[config.mk]
export PLATFORM = sky130hd
export DESIGN_NAME = i2s_xmtr_output_cntlr
export DESIGN_NICKNAME = d
export VERILOG_FILES = /design/src/rtl/i2s_xmtr_output_cntlr.sv
export SDC_FILE = /design/constraint.sdc
export NUM_CORES = 1
export LEC_CHECK = 0
export BUFFER_PORTS_ARGS = -buffer_cell sky130_fd_sc_hd__clkbuf_2
export CELL_PAD_IN_SITES_DETAIL_PLACEMENT = 1
export CELL_PAD_IN_SITES_GLOBAL_PLACEMENT = 2
export CORE_UTILIZATION = 32
export DETAILED_ROUTE_END_ITERATION = 7
export PLACE_DENSITY_LB_ADDON = 0.25
export SETUP_SLACK_MARGIN = 0.3
export SLEW_MARGIN = 5
export SYNTH_ARGS = -nofsm -noshare
export SYNTH_HDL_FRONTEND = slang
export SYNTH_SLANG_ARGS = --single-unit
export TNS_END_PERCENT = 10
[constraint.sdc]
create_clock -name clk -period 2.5 [get_ports clk]
set_clock_uncertainty 0.1 [all_clocks]
set_input_delay 0.625 -clock clk [delete_from_list [all_inputs] [get_ports clk]]
set_output_delay 0.625 -clock clk [all_outputs]
set_load 0.01 [all_outputs]
[src/rtl/i2s_xmtr_output_cntlr.sv]
// I2S transmitter output controller.
// Holds one stereo pair, divides clk down to sck, and shifts each frame out on
// sd MSB-first (left then right) with the standard one-bit ws/data delay.
module i2s_xmtr_output_cntlr #(
  parameter int DATA_WIDTH = 16,
  parameter int CLK_DIV    = 4
) (
  input  logic                  clk,
  input  logic                  n_rst,
  input  logic                  enable,
  input  logic                  sample_valid,
  input  logic [DATA_WIDTH-1:0] left_data,
  input  logic [DATA_WIDTH-1:0] right_data,
  output logic                  sample_ready,
  output logic                  sck,
  output logic                  ws,
  output logic                  sd,
  output logic                  underrun
);

  localparam int FRAME_BITS = 2 * DATA_WIDTH;
  localparam int SLOT_W     = (FRAME_BITS > 1) ? $clog2(FRAME_BITS) : 1;
  localparam int DIV_W      = (CLK_DIV > 1) ? $clog2(CLK_DIV) : 1;
  localparam logic [DIV_W-1:0]  DIV_MAX   = DIV_W'(CLK_DIV - 1);
  localparam logic [SLOT_W-1:0] LAST_SLOT = SLOT_W'(FRAME_BITS - 1);

  typedef enum logic {IDLE, RUN} state_t;

  state_t                  state_q, state_d;
  logic [DIV_W-1:0]        div_q, div_d;
  logic [SLOT_W-1:0]       slot_q, slot_d;
  logic                    sck_q, sck_d;
  logic                    ws_q, ws_d;
  logic                    sd_q, sd_d;
  logic [FRAME_BITS-1:0]   shift_q, shift_d;
  logic [FRAME_BITS-1:0]   hold_q, hold_d;
  logic                    hold_full_q, hold_full_d;
  logic                    ready_q;
  logic                    underrun_q, underrun_d;
  logic                    tick;
  logic                    load;

  // ws is high from the last left slot through the second-to-last right slot,
  // giving the one-slot lead of ws over data.
  function automatic logic ws_for_slot(input int k);
    return (k >= DATA_WIDTH - 1) && (k <= FRAME_BITS - 2);
  endfunction

  // State, divider, slot, serial outputs and holding register.
  always_ff @(posedge clk or negedge n_rst) begin
    if (!n_rst) begin
      state_q     <= IDLE;
      div_q       <= '0;
      slot_q      <= '0;
      sck_q       <= 1'b0;
      ws_q        <= 1'b0;
      sd_q        <= 1'b0;
      shift_q     <= '0;
      hold_q      <= '0;
      hold_full_q <= 1'b0;
      ready_q     <= 1'b1;
      underrun_q  <= 1'b0;
    end else begin
      state_q     <= state_d;
      div_q       <= div_d;
      slot_q      <= slot_d;
      sck_q       <= sck_d;
      ws_q        <= ws_d;
      sd_q        <= sd_d;
      shift_q     <= shift_d;
      hold_q      <= hold_d;
      hold_full_q <= hold_full_d;
      ready_q     <= !hold_full_d;
      underrun_q  <= underrun_d;
    end
  end

  // Next-state: sck division, slot sequencing, frame load and handshake.
  always_comb begin
    state_d     = state_q;
    div_d       = div_q;
    slot_d      = slot_q;
    sck_d       = sck_q;
    ws_d        = ws_q;
    sd_d        = sd_q;
    shift_d     = shift_q;
    hold_d      = hold_q;
    hold_full_d = hold_full_q;
    underrun_d  = 1'b0;
    load        = 1'b0;
    tick        = (div_q == DIV_MAX);

    case (state_q)
      IDLE: begin
        div_d  = '0;
        slot_d = '0;
        sck_d  = 1'b0;
        ws_d   = 1'b0;
        sd_d   = 1'b0;
        if (enable) begin
          state_d = RUN;
          load    = 1'b1;
        end
      end
      RUN: begin
        if (tick) begin
          div_d = '0;
          sck_d = ~sck_q;
        end else begin
          div_d = div_q + 1'b1;
        end
        // A falling sck toggle closes the current slot.
        if (tick && sck_q) begin
          if (slot_q != LAST_SLOT) begin
            slot_d  = slot_q + 1'b1;
            shift_d = shift_q << 1;
            sd_d    = shift_q[FRAME_BITS-2];
            ws_d    = ws_for_slot(int'(slot_q) + 1);
          end else if (enable) begin
            slot_d = '0;
            load   = 1'b1;
          end else begin
            state_d = IDLE;
            slot_d  = '0;
            ws_d    = 1'b0;
            sd_d    = 1'b0;
          end
        end
      end
      default: state_d = IDLE;
    endcase

    // Load samples the holding flag before this clk's handshake, so a pair
    // offered on the load edge lands in holding for the following frame.
    if (load) begin
      shift_d    = hold_full_q ? hold_q : '0;
      sd_d       = shift_d[FRAME_BITS-1];
      ws_d       = ws_for_slot(0);
      underrun_d = !hold_full_q;
      if (hold_full_q) begin
        hold_full_d = 1'b0;
      end
    end

    if (sample_valid && !hold_full_q) begin
      hold_full_d = 1'b1;
      hold_d      = {left_data, right_data};
    end
  end

  assign sample_ready = ready_q;
  assign sck          = sck_q;
  assign ws           = ws_q;
  assign sd           = sd_q;
  assign underrun     = underrun_q;

endmodule

==> results.sh, run 1 <==
export IMPL_ys_types=36
export IMPL_synth_cells=315
export IMPL_cp_arrival_ns=2.26
export IMPL_fin_util_pct=39.0
export IMPL_die_area_mm2=0.0110
export IMPL_clockRootBuffer="clkbuf_8"
export IMPL_r2r_cells=7
export IMPL_status="finished, final reports clean"
export IMPL_async_flop_share_pct=100
export IMPL_crit_family="simple AND/OR/NAND/NOR gates"
export IMPL_power_frac_comb_pct=30.0
export IMPL_cts_path_max_buffers=2
export IMPL_clkTransAtPathRegs_ns=0.08
export IMPL_cp_max_fo=5
export IMPL_area_delta_synth_final_pct=18.4
export IMPL_gr_total_overflow=0
export IMPL_peakVddDrop_v=0.000344
export IMPL_setup_tns_ns=0
export IMPL_hpwl_um=5040
export IMPL_nFillCells=1179
export IMPL_antenna_found_initial=0
export IMPL_min_path_type="input port to async pin"
export IMPL_clock_sinks=77
export IMPL_cp_common_cell="ha_4"
export IMPL_drt_first_pass_iters=4
export IMPL_start_kind="flip-flop"
export IMPL_port_buffers=40
export IMPL_synth_seq_cells=77
export IMPL_internal_power_uw=2510
export IMPL_cp_slowest_cell="dfrtp_2"
export IMPL_io_pins=41
export IMPL_cap_viol_max_count=0
export IMPL_rsz0062_at_grt="true"
export IMPL_drt_wirelength_per_cell_um=15.5
export IMPL_drt_iter0_drc=104
export IMPL_nNetsFinal=397
export IMPL_critPathCapture="ws$_DFFE_PN0P_"
export IMPL_row_count=37
export IMPL_final_setup_viol_count=0
export IMPL_power_density_mw_per_mm2=949
export IMPL_maxSlewViolCount=0
export IMPL_critical_path_endpoint_type="flip-flop"
export IMPL_vias=2495
export IMPL_layout_commonest_cell="dfrtp_1"
export IMPL_routed_wl_um=7700
export IMPL_finalPower_uw=3800
export IMPL_grt_max_degree=40
export IMPL_crit_type="flip-flop to flip-flop"
export IMPL_slew_headroom_pct=64.8
export IMPL_power_switching_uw=1290
export IMPL_r2r_end="ws$_DFFE_PN0P_"
export IMPL_cp_required_ns=2.62
export IMPL_holdWs_ns=0.163
export IMPL_fin_crit_ns=2.14
export IMPL_finalCritPeriodShare_pct=85.6
export IMPL_cts_tree="done"
export IMPL_ys_seq_area_share_pct=57.0
export IMPL_crit_buf_inv=0
export IMPL_final_hold_viol_count=0
export IMPL_ant_nets=0
export IMPL_p_leak_uw=0.00184
export IMPL_critPathLaunch="slot_q[0]$_DFFE_PN0P_"
export IMPL_clock_fmax_mhz=467
export IMPL_synth_edf_count=0
export IMPL_cts_made_buffers=9
export IMPL_grt_pass1_vias=2672
export IMPL_htreeDepth=3
export IMPL_final_cell_mix="75 x dfrtp_1, 39 x clkbuf_2, 38 x nand2_1, 36 x nor2_1, 36 x a21oi_1"
export IMPL_ys_flop_type="dfrtp_1"
export IMPL_crit_chain="ha_4 > and3_4 > ha_4 > or3b_4 > or3_1 > nand4_1 > o31ai_1"
export IMPL_track_usage_pct=15.5
export IMPL_p_seq_share_pct=47.3
export IMPL_swShare_pct=33.9
export IMPL_syn_avg_cell_area_um2=10.7
export IMPL_viasPerCell=5.02
export IMPL_fp_coreArea_mm2=0.0103
export IMPL_synthesis_nets=356
export IMPL_worstMarginPinSlew_ns=0.528
export IMPL_start_util_pct=32.9
export IMPL_drc=0
export IMPL_gp_congestion=0.823
export IMPL_grt_pass1_wl_um=13500
export IMPL_clockPowerShare_pct=22.7
export IMPL_antenna_cells=0
export IMPL_rr_startpoint="slot_q[0]$_DFFE_PN0P_"
export IMPL_clock_latency_ns=0.33
export IMPL_dieHeight_um=105
export IMPL_yosysWarningCount=0
export IMPL_syn_area_mm2=0.00338
export IMPL_cpPeakStageDelay_ns=0.43
export IMPL_fp_dieW_um=105
export IMPL_crit_cells=7
export IMPL_rrSetupSlack_ns=0.36
export IMPL_drive_above_1_share_pct=30.5
[sequential cells by signal, summed over array words and instances, names as in the netlist]
register / count
sck: 1
underrun: 1
sd: 1
state_q: 1
hold_full_q: 1
shift_q: 31
ws: 1
slot_q: 5
div_q: 2
hold_q: 32
sample_ready: 1
[synth_stat cells (all sizes together), types with 2 or more instances]
cell type | number | share of area (%)
buf | 19 | 3.1
xnor2 | 2 | 0.52
o21ai | 4 | 0.59
and3 | 2 | 0.37
clkbuf | 3 | 0.33
nand2 | 38 | 4.2
mux2 | 32 | 11
a31oi | 31 | 5.7
nor3 | 2 | 0.30
nand3 | 5 | 0.89
inv | 3 | 0.33
nor2 | 36 | 4.0
ha | 5 | 1.8
a21oi | 36 | 5.3
nor2b | 4 | 0.74
dfrtp | 76 | 56
[metal layers]
metal | wire (um) | up-vias | track usage [%]
met5 | 0 | - | 0
met1 | 3730 | 1267 | 21.1
li1 | - | 1182 | -
met4 | 108 | 0 | 5.13
met2 | 3690 | 38 | 25.0
met3 | 173 | 8 | 2.68
[logic make-up (layout without fill, tap and decap cells)]
family	Yosys count	after routing	share of synthesized area (%)
AND/OR/NAND/NOR	94	94	12.0
AO/OA/AOI/OAI	80	80	14.2
flip-flops	77	77	57.0
multiplexers	32	32	10.6
buffers and inverters	25	71	3.77
adder cells (fa/ha/maj)	5	5	1.85
XOR/XNOR	2	2	0.518
[worst min-delay path by stage]
stage,start,endpoint,slack (ns),depth (start not counted)
floorplan,n_rst,div_q[0]$_DFF_PN0_,0.23,0
global placement,div_q[0]$_DFF_PN0_,div_q[0]$_DFF_PN0_,0.33,1
detailed placement,div_q[0]$_DFF_PN0_,div_q[0]$_DFF_PN0_,0.34,1
CTS,n_rst,ws$_DFFE_PN0P_,0.17,1
global route,n_rst,ws$_DFFE_PN0P_,0.18,1
finish,n_rst,ws$_DFFE_PN0P_,0.16,1
[through the flow]
step,cell area (um^2),setup slack [ns],std cells
after detailed placement,3780,0.152,479
final,4010,0.359,497
after CTS,4000,0.364,497
after global routing,4010,0.288,497
after global placement,3780,0.249,479
after floorplan,3390,0.313,315
[area by class of cell]
type / count / area, um^2 / area share, %
clock buffers: 13 / 159 / 3.97
flip-flops and latches: 77 / 1930 / 48.2
well taps: 136 / 170 / 4.25
clock inverters: 3 / 18.8 / 0.468
repair buffers: 52 / 330 / 8.24
inverters: 3 / 11.3 / 0.281
multi-input cells: 213 / 1390 / 34.6
[power groups by stage]
stage / Combinational (uW) / Clock [uW] / Sequential (uW)
5_1_grt: 1320 / 951 / 1840
2_1_floorplan: 796 / 0 / 1760
3_5_place_dp: 1110 / 0 / 1830
6_report: 1140 / 863 / 1800
3_3_place_gp: 1080 / 0 / 1820
4_1_cts: 1160 / 900 / 1800
[repair_timing]
item | CTS | global route
setup endpoints to repair | 31 | 26
hold buffers | 0 | 0
setup buffers | 2 | 0
resized for setup | 5 | 1
Note: power is estimated with default switching activity, not from simulation.
==> inputs of run 2 (changes only) <==
Settings changed: CORE_UTILIZATION 32 to 37.
==> results.sh, run 2 (synthesis gave the netlist of run 1 again) <==
export IMPL_fin_util_pct=45.2
export IMPL_fp_coreArea_mm2=0.00881
export IMPL_layout_commonest_cell="dfrtp_1"
export IMPL_routed_wl_um=7430
export IMPL_final_setup_viol_count=0
export IMPL_cap_viol_max_count=0
export IMPL_min_path_type="input port to async pin"
export IMPL_htreeDepth=3
export IMPL_drt_iter0_drc=112
export IMPL_final_cell_mix="76 x dfrtp_1, 39 x clkbuf_2, 38 x nand2_1, 36 x nor2_1, 36 x a21oi_1"
export IMPL_cts_tree="done"
export IMPL_vias=2494
export IMPL_drive_above_1_share_pct=30.7
export IMPL_clkTransAtPathRegs_ns=0.08
export IMPL_die_area_mm2=0.00953
export IMPL_track_usage_pct=17.1
export IMPL_cp_max_fo=3
export IMPL_use_met1_pct=21.9
export IMPL_slew_headroom_pct=69.0
export IMPL_nFillCells=992
export IMPL_clock_fmax_mhz=467
export IMPL_grt_pass1_wl_um=12900
export IMPL_cp_required_ns=2.63
export IMPL_hpwl_um=4740
export IMPL_rr_startpoint="slot_q[1]$_DFFE_PN0P_"
export IMPL_antenna_found_initial=0
export IMPL_fp_dieW_um=97.6
export IMPL_gp_congestion=0.807
export IMPL_largest_reg_flops=32
export IMPL_nNetsFinal=398
export IMPL_io_pins=41
export IMPL_peakVddDrop_v=0.000377
export IMPL_worstMarginPinSlew_ns=0.465
export IMPL_grt_busiest_layer="met2"
export IMPL_fin_crit_ns=2.14
export IMPL_port_buffers=40
export IMPL_start_util_pct=38.4
export IMPL_viasPerCell=5.32
export IMPL_status="complete, but fails checks"
export IMPL_critical_path_endpoint_type="flip-flop"
export IMPL_clockRootBuffer="clkbuf_8"
export IMPL_drc=6
export IMPL_maxSlewViolCount=0
export IMPL_dieHeight_um=97.6
export IMPL_cp_slowest_cell="dfrtp_1"
export IMPL_grtUsageMet3_pct=3.17
export IMPL_holdWs_ns=0.124
export IMPL_drt_wirelength_per_cell_um=15.8
export IMPL_grt_pass1_vias=2665
export IMPL_rsz0062_at_grt="true"
export IMPL_finalCritPeriodShare_pct=85.6
export IMPL_clock_sinks=77
export IMPL_cp_arrival_ns=2.27
export IMPL_row_count=34
export IMPL_violations="design-rule violations"
export IMPL_gr_total_overflow=0
export IMPL_final_hold_viol_count=0
export IMPL_area_delta_synth_final_pct=17.7
export IMPL_grt_util_met2_pct=28.0
export IMPL_largest_register="hold_q"
export IMPL_drt_first_pass_iters=6
export IMPL_cts_path_max_buffers=2
export IMPL_power_density_mw_per_mm2=974
export IMPL_clock_latency_ns=0.34
export IMPL_crit_chain="ha_2 > and3_4 > ha_4 > or3b_4 > or3_1 > nand4_1 > o31ai_2"
export IMPL_critPathLaunch="slot_q[1]$_DFFE_PN0P_"
export IMPL_rrSetupSlack_ns=0.36
export IMPL_cpPeakStageDelay_ns=0.40
export IMPL_cts_made_buffers=9
export IMPL_start_kind="flip-flop"
export IMPL_setup_tns_ns=0
export IMPL_crit_type="flip-flop to flip-flop"
export IMPL_finalPower_uw=3880
export IMPL_grt_max_degree=44
export IMPL_p_leak_uw=0.00185
export IMPL_cts_hold_fix_buffers=0
export IMPL_antenna_cells=0
export IMPL_reg_top3="hold_q x32, shift_q x31, slot_q x5"
export IMPL_r2r_cells=7
export IMPL_ant_nets=0
## run 2: cell types whose count changed in the layout (fill, tap and decap cells not counted), sizes merged
cell,change
bufinv,+1
buf,+1
clkinv,-1
clkbuf,-1
## run 2: timing repair
action | in CTS | in global routing
pin swaps | 1 | 2
setup buffers | 3 | 0
resized for setup | 1 | 3
endpoints found under the setup margin | 26 | 2
## run 2: final cells by class
type	instances	area, um^2	share of cell area (%)
clock inverter	3	43.8	1.10
sequential	77	1930	48.4
inverter	3	11.3	0.283
timing repair buffer	53	338	8.48
multi-input combinational	213	1370	34.4
tap	108	135	3.39
clock buffer	12	155	3.90
## run 2: final timing paths
path	endpoint
worst max-delay path	ws$_DFFE_PN0P_
worst min-delay path	ws$_DFFE_PN0P_
worst max register to register	ws$_DFFE_PN0P_
worst min register to register	div_q[0]$_DFF_PN0_
max in group asynchronous	sample_ready$_DFF_PN1_
min in group clk	sample_ready$_DFF_PN1_
## run 2: layer usage
layer / vias to the layer above / share of wire, %
li1: 1183 / -
met1: 1269 / 47
met2: 31 / 49
met3: 11 / 2.5
met4: 0 / 1.7
met5: - / 0
## run 2: metrics by stage
| step | cell area (um^2) | instances | setup slack [ns] |
|---|---|---|---|
| final | 3980 | 469 | 0.361 |
| after global routing | 3980 | 469 | 0.300 |
| after CTS | 3970 | 469 | 0.305 |
| after detailed placement | 3740 | 451 | 0.202 |
| after global placement | 3740 | 451 | 0.259 |
| after floorplan | 3390 | 315 | 0.313 |
## run 2: critical path, delay by kind of cell (launching register included)
family                   cells  cell delay [ns]
AO/OA/AOI/OAI                1             0.07
adder cells (fa/ha/maj)      2             0.46
flip-flops                   1             0.40
AND/OR/NAND/NOR              4             1.01
## run 2: where the power goes
part,leakage [uW],internal [uW],switching (uW)
Clock,0.000103,513,452
Sequential,0.000869,1580,201
Combinational,0.000879,505,628
Total,0.00185,2600,1280
